## config.mk

```make
export PLATFORM = sky130hd
export DESIGN_NAME = dm_port_arbiter_flat
export DESIGN_NICKNAME = d
export VERILOG_FILES = /design/src/rtl/dm_port_arbiter_pkg.sv /design/src/rtl/dm_port_arbiter_if.sv /design/src/rtl/dm_port_arbiter_be_gen.sv /design/src/rtl/dm_port_arbiter.sv /design/src/flat_wrapper.sv
export SDC_FILE = /design/constraint.sdc
export NUM_CORES = 1
export LEC_CHECK = 0
export ABC_AREA = 1
export CAP_MARGIN = 20
export CORE_AREA = 4 4 233 235
export DETAILED_ROUTE_END_ITERATION = 8
export DIE_AREA = 0 0 237 239
export GPL_TIMING_DRIVEN = 0
export PLACE_DENSITY = 0.56
export SYNTH_ARGS = -nofsm -noshare
export SYNTH_HDL_FRONTEND = slang
export SYNTH_HIERARCHICAL = 1
export SYNTH_SLANG_ARGS = --single-unit
```

## constraint.sdc

```tcl
create_clock -name clk -period 10.4 [get_ports clk]
set_input_delay 2.08 -clock clk [delete_from_list [all_inputs] [get_ports clk]]
set_output_delay 2.08 -clock clk [all_outputs]
set_load 0.05 [all_outputs]
```

## src/rtl/dm_port_arbiter_pkg.sv

```systemverilog
// rtl/dm_port_arbiter_pkg.sv - shared size codes, FSM states and owner tags for the data-memory port arbiter
package dm_pkg;

  localparam logic [1:0] B  = 2'b00;
  localparam logic [1:0] HW = 2'b01;
  localparam logic [1:0] W  = 2'b10;
  localparam logic [1:0] DW = 2'b11;

  typedef enum logic [1:0] {
    ST_IDLE  = 2'b00,
    ST_ISSUE = 2'b01,
    ST_WAIT  = 2'b10,
    ST_RESP  = 2'b11
  } dm_arb_state_t;

  typedef enum logic {
    OWN_P = 1'b0,
    OWN_S = 1'b1
  } dm_owner_t;

endpackage

```

## src/rtl/dm_port_arbiter_if.sv

```systemverilog
// rtl/dm_port_arbiter_if.sv - requester-side and memory-side bundles of the data-memory port arbiter
interface dm_req_if;
  logic        req;
  logic        we;
  logic [1:0]  size;
  logic [63:0] addr;
  logic [63:0] wdata;
  logic        ready;
  logic        rvalid;
  logic [63:0] rdata;
  logic        err;

  modport master (output req, we, size, addr, wdata, input ready, rvalid, rdata, err);
  modport slave  (input req, we, size, addr, wdata, output ready, rvalid, rdata, err);
endinterface

interface dm_mem_if;
  logic        req;
  logic        we;
  logic [63:0] addr;
  logic [7:0]  be;
  logic [63:0] wdata;
  logic        gnt;
  logic        rvalid;
  logic [63:0] rdata;
  logic        err;

  modport master (output req, we, addr, be, wdata, input gnt, rvalid, rdata, err);
  modport slave  (input req, we, addr, be, wdata, output gnt, rvalid, rdata, err);
endinterface

```

## src/rtl/dm_port_arbiter_be_gen.sv

```systemverilog
// rtl/dm_port_arbiter_be_gen.sv - alignment check, byte enables and lane-replicated store data
module dm_be_gen
  import dm_pkg::*;
(
  input  logic [1:0]  i_size,
  input  logic [2:0]  i_addr,
  input  logic [63:0] i_wdata,
  output logic        o_misaligned,
  output logic [7:0]  o_be,
  output logic [63:0] o_wdata
);

  always_comb begin
    o_misaligned = 1'b0;
    o_be         = 8'hFF;
    o_wdata      = i_wdata;
    case (i_size)
      B: begin
        o_be    = 8'h01 << i_addr;
        o_wdata = {8{i_wdata[7:0]}};
      end
      HW: begin
        o_misaligned = i_addr[0];
        o_be         = 8'h03 << i_addr;
        o_wdata      = {4{i_wdata[15:0]}};
      end
      W: begin
        o_misaligned = |i_addr[1:0];
        o_be         = 8'h0F << i_addr;
        o_wdata      = {2{i_wdata[31:0]}};
      end
      default: begin
        o_misaligned = |i_addr;
        o_be         = 8'hFF;
        o_wdata      = i_wdata;
      end
    endcase
  end

endmodule

```

## src/rtl/dm_port_arbiter.sv

```systemverilog
// rtl/dm_port_arbiter.sv - single-outstanding arbiter for the 64-bit data-memory port (MEM stage vs secondary)
// Defining DM_ARB_TIMEOUT_EN adds a WAIT-state watchdog of TIMEOUT_CYCLES cycles.
module dm_port_arbiter
  import dm_pkg::*;
#(
  parameter int STARVE_LIMIT   = 4,
  parameter int TIMEOUT_CYCLES = 256
) (
  input  logic       clk,
  input  logic       rst,
  dm_req_if.slave    p,
  dm_req_if.slave    s,
  dm_mem_if.master   dm
);

  localparam int SW = $clog2(STARVE_LIMIT + 1);

  dm_arb_state_t r_state;
  dm_arb_state_t w_state_nxt;
  dm_owner_t     r_owner;
  logic [SW-1:0] r_starve_cnt;
  logic          r_we;
  logic [63:0]   r_addr;
  logic [7:0]    r_be;
  logic [63:0]   r_wdata;
  logic [63:0]   r_rdata;
  logic          r_err;

  logic          w_starved;
  logic          w_grant_p;
  logic          w_grant_s;
  logic          w_accept;
  logic          w_we;
  logic [1:0]    w_size;
  logic [63:0]   w_addr;
  logic [63:0]   w_wdata;
  logic          w_misaligned;
  logic [7:0]    w_be;
  logic [63:0]   w_lane_wdata;
  logic          w_timeout;
  logic          w_p_rvalid;
  logic          w_s_rvalid;

  // Primary wins unless the secondary has waited out STARVE_LIMIT primary grants.
  assign w_starved = (r_starve_cnt == SW'(STARVE_LIMIT));
  assign w_grant_s = (r_state == ST_IDLE) && s.req && (!p.req || w_starved);
  assign w_grant_p = (r_state == ST_IDLE) && p.req && !w_grant_s;
  assign w_accept  = w_grant_p || w_grant_s;

  assign w_we    = w_grant_s ? s.we    : p.we;
  assign w_size  = w_grant_s ? s.size  : p.size;
  assign w_addr  = w_grant_s ? s.addr  : p.addr;
  assign w_wdata = w_grant_s ? s.wdata : p.wdata;

  dm_be_gen u_be_gen (
    .i_size       (w_size),
    .i_addr       (w_addr[2:0]),
    .i_wdata      (w_wdata),
    .o_misaligned (w_misaligned),
    .o_be         (w_be),
    .o_wdata      (w_lane_wdata)
  );

`ifdef DM_ARB_TIMEOUT_EN
  localparam int TW = $clog2(TIMEOUT_CYCLES + 1);
  logic [TW-1:0] r_to_cnt;

  always_ff @(posedge clk or posedge rst) begin
    if (rst) begin
      r_to_cnt <= '0;
    end else if (r_state != ST_WAIT) begin
      r_to_cnt <= '0;
    end else begin
      r_to_cnt <= r_to_cnt + 1'b1;
    end
  end

  assign w_timeout = (r_state == ST_WAIT) && (r_to_cnt == TW'(TIMEOUT_CYCLES - 1));
`else
  assign w_timeout = 1'b0;
`endif

  always_ff @(posedge clk or posedge rst) begin
    if (rst) begin
      r_state <= ST_IDLE;
    end else begin
      r_state <= w_state_nxt;
    end
  end

  always_comb begin
    w_state_nxt = r_state;
    case (r_state)
      ST_IDLE:  if (w_accept) w_state_nxt = w_misaligned ? ST_RESP : ST_ISSUE;
      ST_ISSUE: if (dm.gnt) w_state_nxt = ST_WAIT;
      ST_WAIT:  if (dm.rvalid || w_timeout) w_state_nxt = ST_RESP;
      ST_RESP:  w_state_nxt = ST_IDLE;
      default:  w_state_nxt = ST_IDLE;
    endcase
  end

  always_ff @(posedge clk or posedge rst) begin
    if (rst) begin
      r_starve_cnt <= '0;
      r_owner      <= OWN_P;
      r_we         <= 1'b0;
      r_addr       <= '0;
      r_be         <= '0;
      r_wdata      <= '0;
      r_rdata      <= '0;
      r_err        <= 1'b0;
    end else begin
      if (!s.req || w_grant_s) begin
        r_starve_cnt <= '0;
      end else if (w_grant_p && !w_starved) begin
        r_starve_cnt <= r_starve_cnt + 1'b1;
      end

      // A misaligned request latches err here and goes straight to RESP.
      if (w_accept) begin
        r_owner <= w_grant_s ? OWN_S : OWN_P;
        r_we    <= w_we;
        r_addr  <= {w_addr[63:3], 3'b000};
        r_be    <= w_be;
        r_wdata <= w_lane_wdata;
        r_rdata <= '0;
        r_err   <= w_misaligned;
      end

      if (r_state == ST_WAIT) begin
        if (dm.rvalid) begin
          r_rdata <= dm.rdata;
          r_err   <= dm.err;
        end else if (w_timeout) begin
          r_rdata <= '0;
          r_err   <= 1'b1;
        end
      end
    end
  end

  assign w_p_rvalid = (r_state == ST_RESP) && (r_owner == OWN_P);
  assign w_s_rvalid = (r_state == ST_RESP) && (r_owner == OWN_S);

  assign p.ready  = w_grant_p;
  assign p.rvalid = w_p_rvalid;
  assign p.rdata  = w_p_rvalid ? r_rdata : '0;
  assign p.err    = w_p_rvalid && r_err;

  assign s.ready  = w_grant_s;
  assign s.rvalid = w_s_rvalid;
  assign s.rdata  = w_s_rvalid ? r_rdata : '0;
  assign s.err    = w_s_rvalid && r_err;

  assign dm.req   = (r_state == ST_ISSUE);
  assign dm.we    = r_we;
  assign dm.addr  = r_addr;
  assign dm.be    = r_be;
  assign dm.wdata = r_wdata;

endmodule

```

## src/flat_wrapper.sv

```systemverilog
// flat-port wrapper written by rule: the top's interface ports become plain ports
module dm_port_arbiter_flat import dm_pkg::*;
#(
  parameter int STARVE_LIMIT   = 4,
  parameter int TIMEOUT_CYCLES = 256
)
  (clk, rst, p_req, p_we, p_size, p_addr, p_wdata, p_ready, p_rvalid, p_rdata, p_err, s_req, s_we, s_size, s_addr, s_wdata, s_ready, s_rvalid, s_rdata, s_err, dm_req, dm_we, dm_addr, dm_be, dm_wdata, dm_gnt, dm_rvalid, dm_rdata, dm_err);
  dm_req_if p_i ();
  dm_req_if s_i ();
  dm_mem_if dm_i ();
  input  logic clk;
  input  logic rst;
  input wire logic [$bits(p_i.req)-1:0] p_req;
  input wire logic [$bits(p_i.we)-1:0] p_we;
  input wire logic [$bits(p_i.size)-1:0] p_size;
  input wire logic [$bits(p_i.addr)-1:0] p_addr;
  input wire logic [$bits(p_i.wdata)-1:0] p_wdata;
  output wire logic [$bits(p_i.ready)-1:0] p_ready;
  output wire logic [$bits(p_i.rvalid)-1:0] p_rvalid;
  output wire logic [$bits(p_i.rdata)-1:0] p_rdata;
  output wire logic [$bits(p_i.err)-1:0] p_err;
  input wire logic [$bits(s_i.req)-1:0] s_req;
  input wire logic [$bits(s_i.we)-1:0] s_we;
  input wire logic [$bits(s_i.size)-1:0] s_size;
  input wire logic [$bits(s_i.addr)-1:0] s_addr;
  input wire logic [$bits(s_i.wdata)-1:0] s_wdata;
  output wire logic [$bits(s_i.ready)-1:0] s_ready;
  output wire logic [$bits(s_i.rvalid)-1:0] s_rvalid;
  output wire logic [$bits(s_i.rdata)-1:0] s_rdata;
  output wire logic [$bits(s_i.err)-1:0] s_err;
  output wire logic [$bits(dm_i.req)-1:0] dm_req;
  output wire logic [$bits(dm_i.we)-1:0] dm_we;
  output wire logic [$bits(dm_i.addr)-1:0] dm_addr;
  output wire logic [$bits(dm_i.be)-1:0] dm_be;
  output wire logic [$bits(dm_i.wdata)-1:0] dm_wdata;
  input wire logic [$bits(dm_i.gnt)-1:0] dm_gnt;
  input wire logic [$bits(dm_i.rvalid)-1:0] dm_rvalid;
  input wire logic [$bits(dm_i.rdata)-1:0] dm_rdata;
  input wire logic [$bits(dm_i.err)-1:0] dm_err;
  assign p_i.req = p_req;
  assign p_i.we = p_we;
  assign p_i.size = p_size;
  assign p_i.addr = p_addr;
  assign p_i.wdata = p_wdata;
  assign p_ready = p_i.ready;
  assign p_rvalid = p_i.rvalid;
  assign p_rdata = p_i.rdata;
  assign p_err = p_i.err;
  assign s_i.req = s_req;
  assign s_i.we = s_we;
  assign s_i.size = s_size;
  assign s_i.addr = s_addr;
  assign s_i.wdata = s_wdata;
  assign s_ready = s_i.ready;
  assign s_rvalid = s_i.rvalid;
  assign s_rdata = s_i.rdata;
  assign s_err = s_i.err;
  assign dm_req = dm_i.req;
  assign dm_we = dm_i.we;
  assign dm_addr = dm_i.addr;
  assign dm_be = dm_i.be;
  assign dm_wdata = dm_i.wdata;
  assign dm_i.gnt = dm_gnt;
  assign dm_i.rvalid = dm_rvalid;
  assign dm_i.rdata = dm_rdata;
  assign dm_i.err = dm_err;
  dm_port_arbiter #(.STARVE_LIMIT(STARVE_LIMIT), .TIMEOUT_CYCLES(TIMEOUT_CYCLES)) u_core (.clk(clk), .rst(rst), .p(p_i), .s(s_i), .dm(dm_i));
endmodule
```

==> metrics.csv <==
metric,value,unit
outcome,"complete, no violations",
regToRegEndpoint,u_core/r_state[1]$_DFFE_PP0P_,
power.density,276.6,nW/um^2
met1_usage,23.04,%
drive_above_1_share,4.745,%
grt_use_met3,4.926,%
die_width,237,um
arrival,4.87,ns
cp_num_buf_inv,4,
synth_adder_area_share,1.231,%
cp_max_fo,10,
yosysSeqAreaShare,42.07,%
synth_edf_count,0,
drt_iter0_markers,982,
r2r_cells,19,
gp_congestion,0.9952,
ios,605,
fin_util,38.29,%
track_usage,19.91,%
fin_cells,3238,
yosysTopAreaCell,dfrtp_1,
grt_max_degree,111,
synthXorXnorAreaFrac,0,%
ys_types,23,
fin_setup_tns,0,ns
ant_nets,0,
grt_pass1_wl,88290,um
grt_pass1_vias,14580,
hold_buffers,0,
peakVddDrop,0.1085,mV
crit_start,p_req,
cp.required,8.32,ns
grt_use_met2,36.03,%
fp.dieH,239,um
grt_overflow,0,
hold_viol_final,0,
period_share,66.81,%
wire_per_inst,18.44,um
wirelength,59700,um
cts_tree,done,
rsz0062_at_grt,false,
synth-compound-area-share,3.540,%
maxCapViolations,0,
cp.depth,7,
path_class,input pin to output pin,
cp-start-kind,input pin,
cts_root_buf,clkbuf_16,
timing.fmax,0.1439,GHz
nNetsFinal,2875,
htree_levels,1,
firstDrtPassIters,7,
dp.cells,3190,
crit_family,buffers and inverters,
synth_area,12190,um^2
ys_seq_elements,205,
synth_cells,1898,
hp-class,flop to flop,
synth.area.mux_share,0,%
maxSlewViolCount,0,
path_clk_slew,0.06,ns
worst_slew_pin_slew,0.7749,ns
final_cell_area,20000,um^2
ctsResizeCount,0,
cpMaxStageDelayCell,clkdlybuf4s50_1,
crit_chain,"clkdlybuf4s50_1, nand2_2, nand2_2, inv_2, buf_2, nor2_1, clkdlybuf4s50_1",
yosys_warnings,6,
initial_core_util,23.34,%
top_usage_layer,met2,
cts-buffers-inserted,26,
post_cts_buffers,0,
clockBufferDepth,3,
die_area,56640,um^2
endpoint,p_ready,
clock_latency,0.54,ns
fin_crit,6.948,ns
p_leak,9.730,nW
synth_flop_cell,dfrtp_1,
synthTopCellsByArea,"dfrtp_1 42%, nand2_1 26%, nand3_1 9.9%",
synthSimpleGateAreaFrac,41.17,%
core_area,52240,um^2
slowest_delay,0.90,ns
synth_top_cell_area_share,42.07,%
grt_antenna_before_repair,1,
std_cell_rows,84,
setup_violations,0,
clock_skew,0.008546,ns
dp_hpwl,48270,um
end_kind,output pin,
rrSetupSlack,6.49,ns
num_vias,14620,
routed_via_density,4.515,
diodes,0,
area_growth,64.02,%
synth_top_family_by_area,simple AND/OR/NAND/NOR gates,
timing.rr.start,u_core/r_state[0]$_DFFE_PP0P_,
relSlewSlack,48.34,%
dpl_cell_area,19110,um^2
synth_most_common_cell,nand2_1,
syn_area_per_cell,6.425,um^2
yosys-top-cells-count,"859 x nand2_1, 241 x nand3_1, 213 x inv_1",
io_buffers,601,
cts_sinks,205,
drc,0,
ys_async_sr_fraction,100.0,%
## area by class of cell
class	instances	area [um^2]
Timing Repair Buffer	602	6043
Inverter	217	822.0
Tap cell	688	860.8
Buffer	130	644.4
Clock buffer	40	794.5
Sequential cell	205	5130
Multi-Input combinational cell	1348	5613
Clock inverter	8	92.59
Fill cell	5573	32230
## cells by family after synthesis
group / after synthesis
compound gates: 86
fa+ha+maj: 12
buf+inv: 347
flops: 205
other cells: 1
simple gates: 1247
## power breakdown
part | switching [W] | internal, W
sequential | 0.000202 | 0.00116
clock | 0.000368 | 0.000573
combinational | 0.00225 | 0.000978
## stage by stage
step	hold slack (ns)	setup WS, ns	total power [W]
after global placement	0.4540	-0.4118	0.004585
after CTS	0.4780	3.279	0.005603
after detailed placement	0.4594	3.288	0.004622
after floorplan	0.4957	2.724	0.003339
after global routing	0.4922	3.288	0.005877
final	0.4733	3.452	0.005532
## flip-flops by register name, indices dropped and copies added, names as in the netlist, 2 cells and up
signal and flops:
u_core/r_state 2, u_core/dm.be 8, u_core/r_starve_cnt 3, u_core/r_rdata 64, u_core/dm.addr 61, u_core/dm.wdata 64
## cell usage in the layout (no fill, tap or decap), types with 7 or more instances in the layout
cell type        netlist  routed
clkbuf_16              0      27
clkdlybuf4s50_1        0     601
buf_2                 44      44
ha_1                  12      12
o21ai_1                9       9
nand2_1              859     859
clkbuf_8               0       7
o21ai_0               72      72
buf_1                 14      14
nand3_1              241     241
inv_1                213     212
dfrtp_1              205     205
buf_4                 17      17
nor2_1               136     136
clkbuf_1              50      56
## worst min-delay path by stage
| stage | startpoint | to | slack (ns) | depth (start not counted) |
|---|---|---|---|---|
| final | u_core/dm.wdata[53]$_DFFE_PP0P_ | u_core/dm.wdata[53]$_DFFE_PP0P_ | 0.47 | 2 |
| after global routing | u_core/dm.wdata[31]$_DFFE_PP0P_ | u_core/dm.wdata[31]$_DFFE_PP0P_ | 0.49 | 2 |
| after CTS | u_core/dm.wdata[47]$_DFFE_PP0P_ | u_core/dm.wdata[47]$_DFFE_PP0P_ | 0.48 | 2 |
| after detailed placement | u_core/dm.wdata[49]$_DFFE_PP0P_ | u_core/dm.wdata[49]$_DFFE_PP0P_ | 0.46 | 2 |
| after global placement | u_core/dm.wdata[36]$_DFFE_PP0P_ | u_core/dm.wdata[36]$_DFFE_PP0P_ | 0.45 | 2 |
| after floorplan | u_core/r_state[0]$_DFFE_PP0P_ | u_core/r_state[0]$_DFFE_PP0P_ | 0.50 | 2 |
## worst min-delay path, stage by stage, from the launching register on
cell and delay, ns:
dfrtp_1 0.35, nand2_1 0.05, nand2_1 0.04
## metal layers
| layer | vias to the layer above | routed length (um) |
|---|---|---|
| li1 | 7013 | - |
| met1 | 6820 | 22920 |
| met2 | 675 | 29600 |
| met3 | 110 | 5071 |
| met4 | 2 | 2099 |
| met5 | - | 15 |
Note: power is estimated with default switching activity, not from simulation.
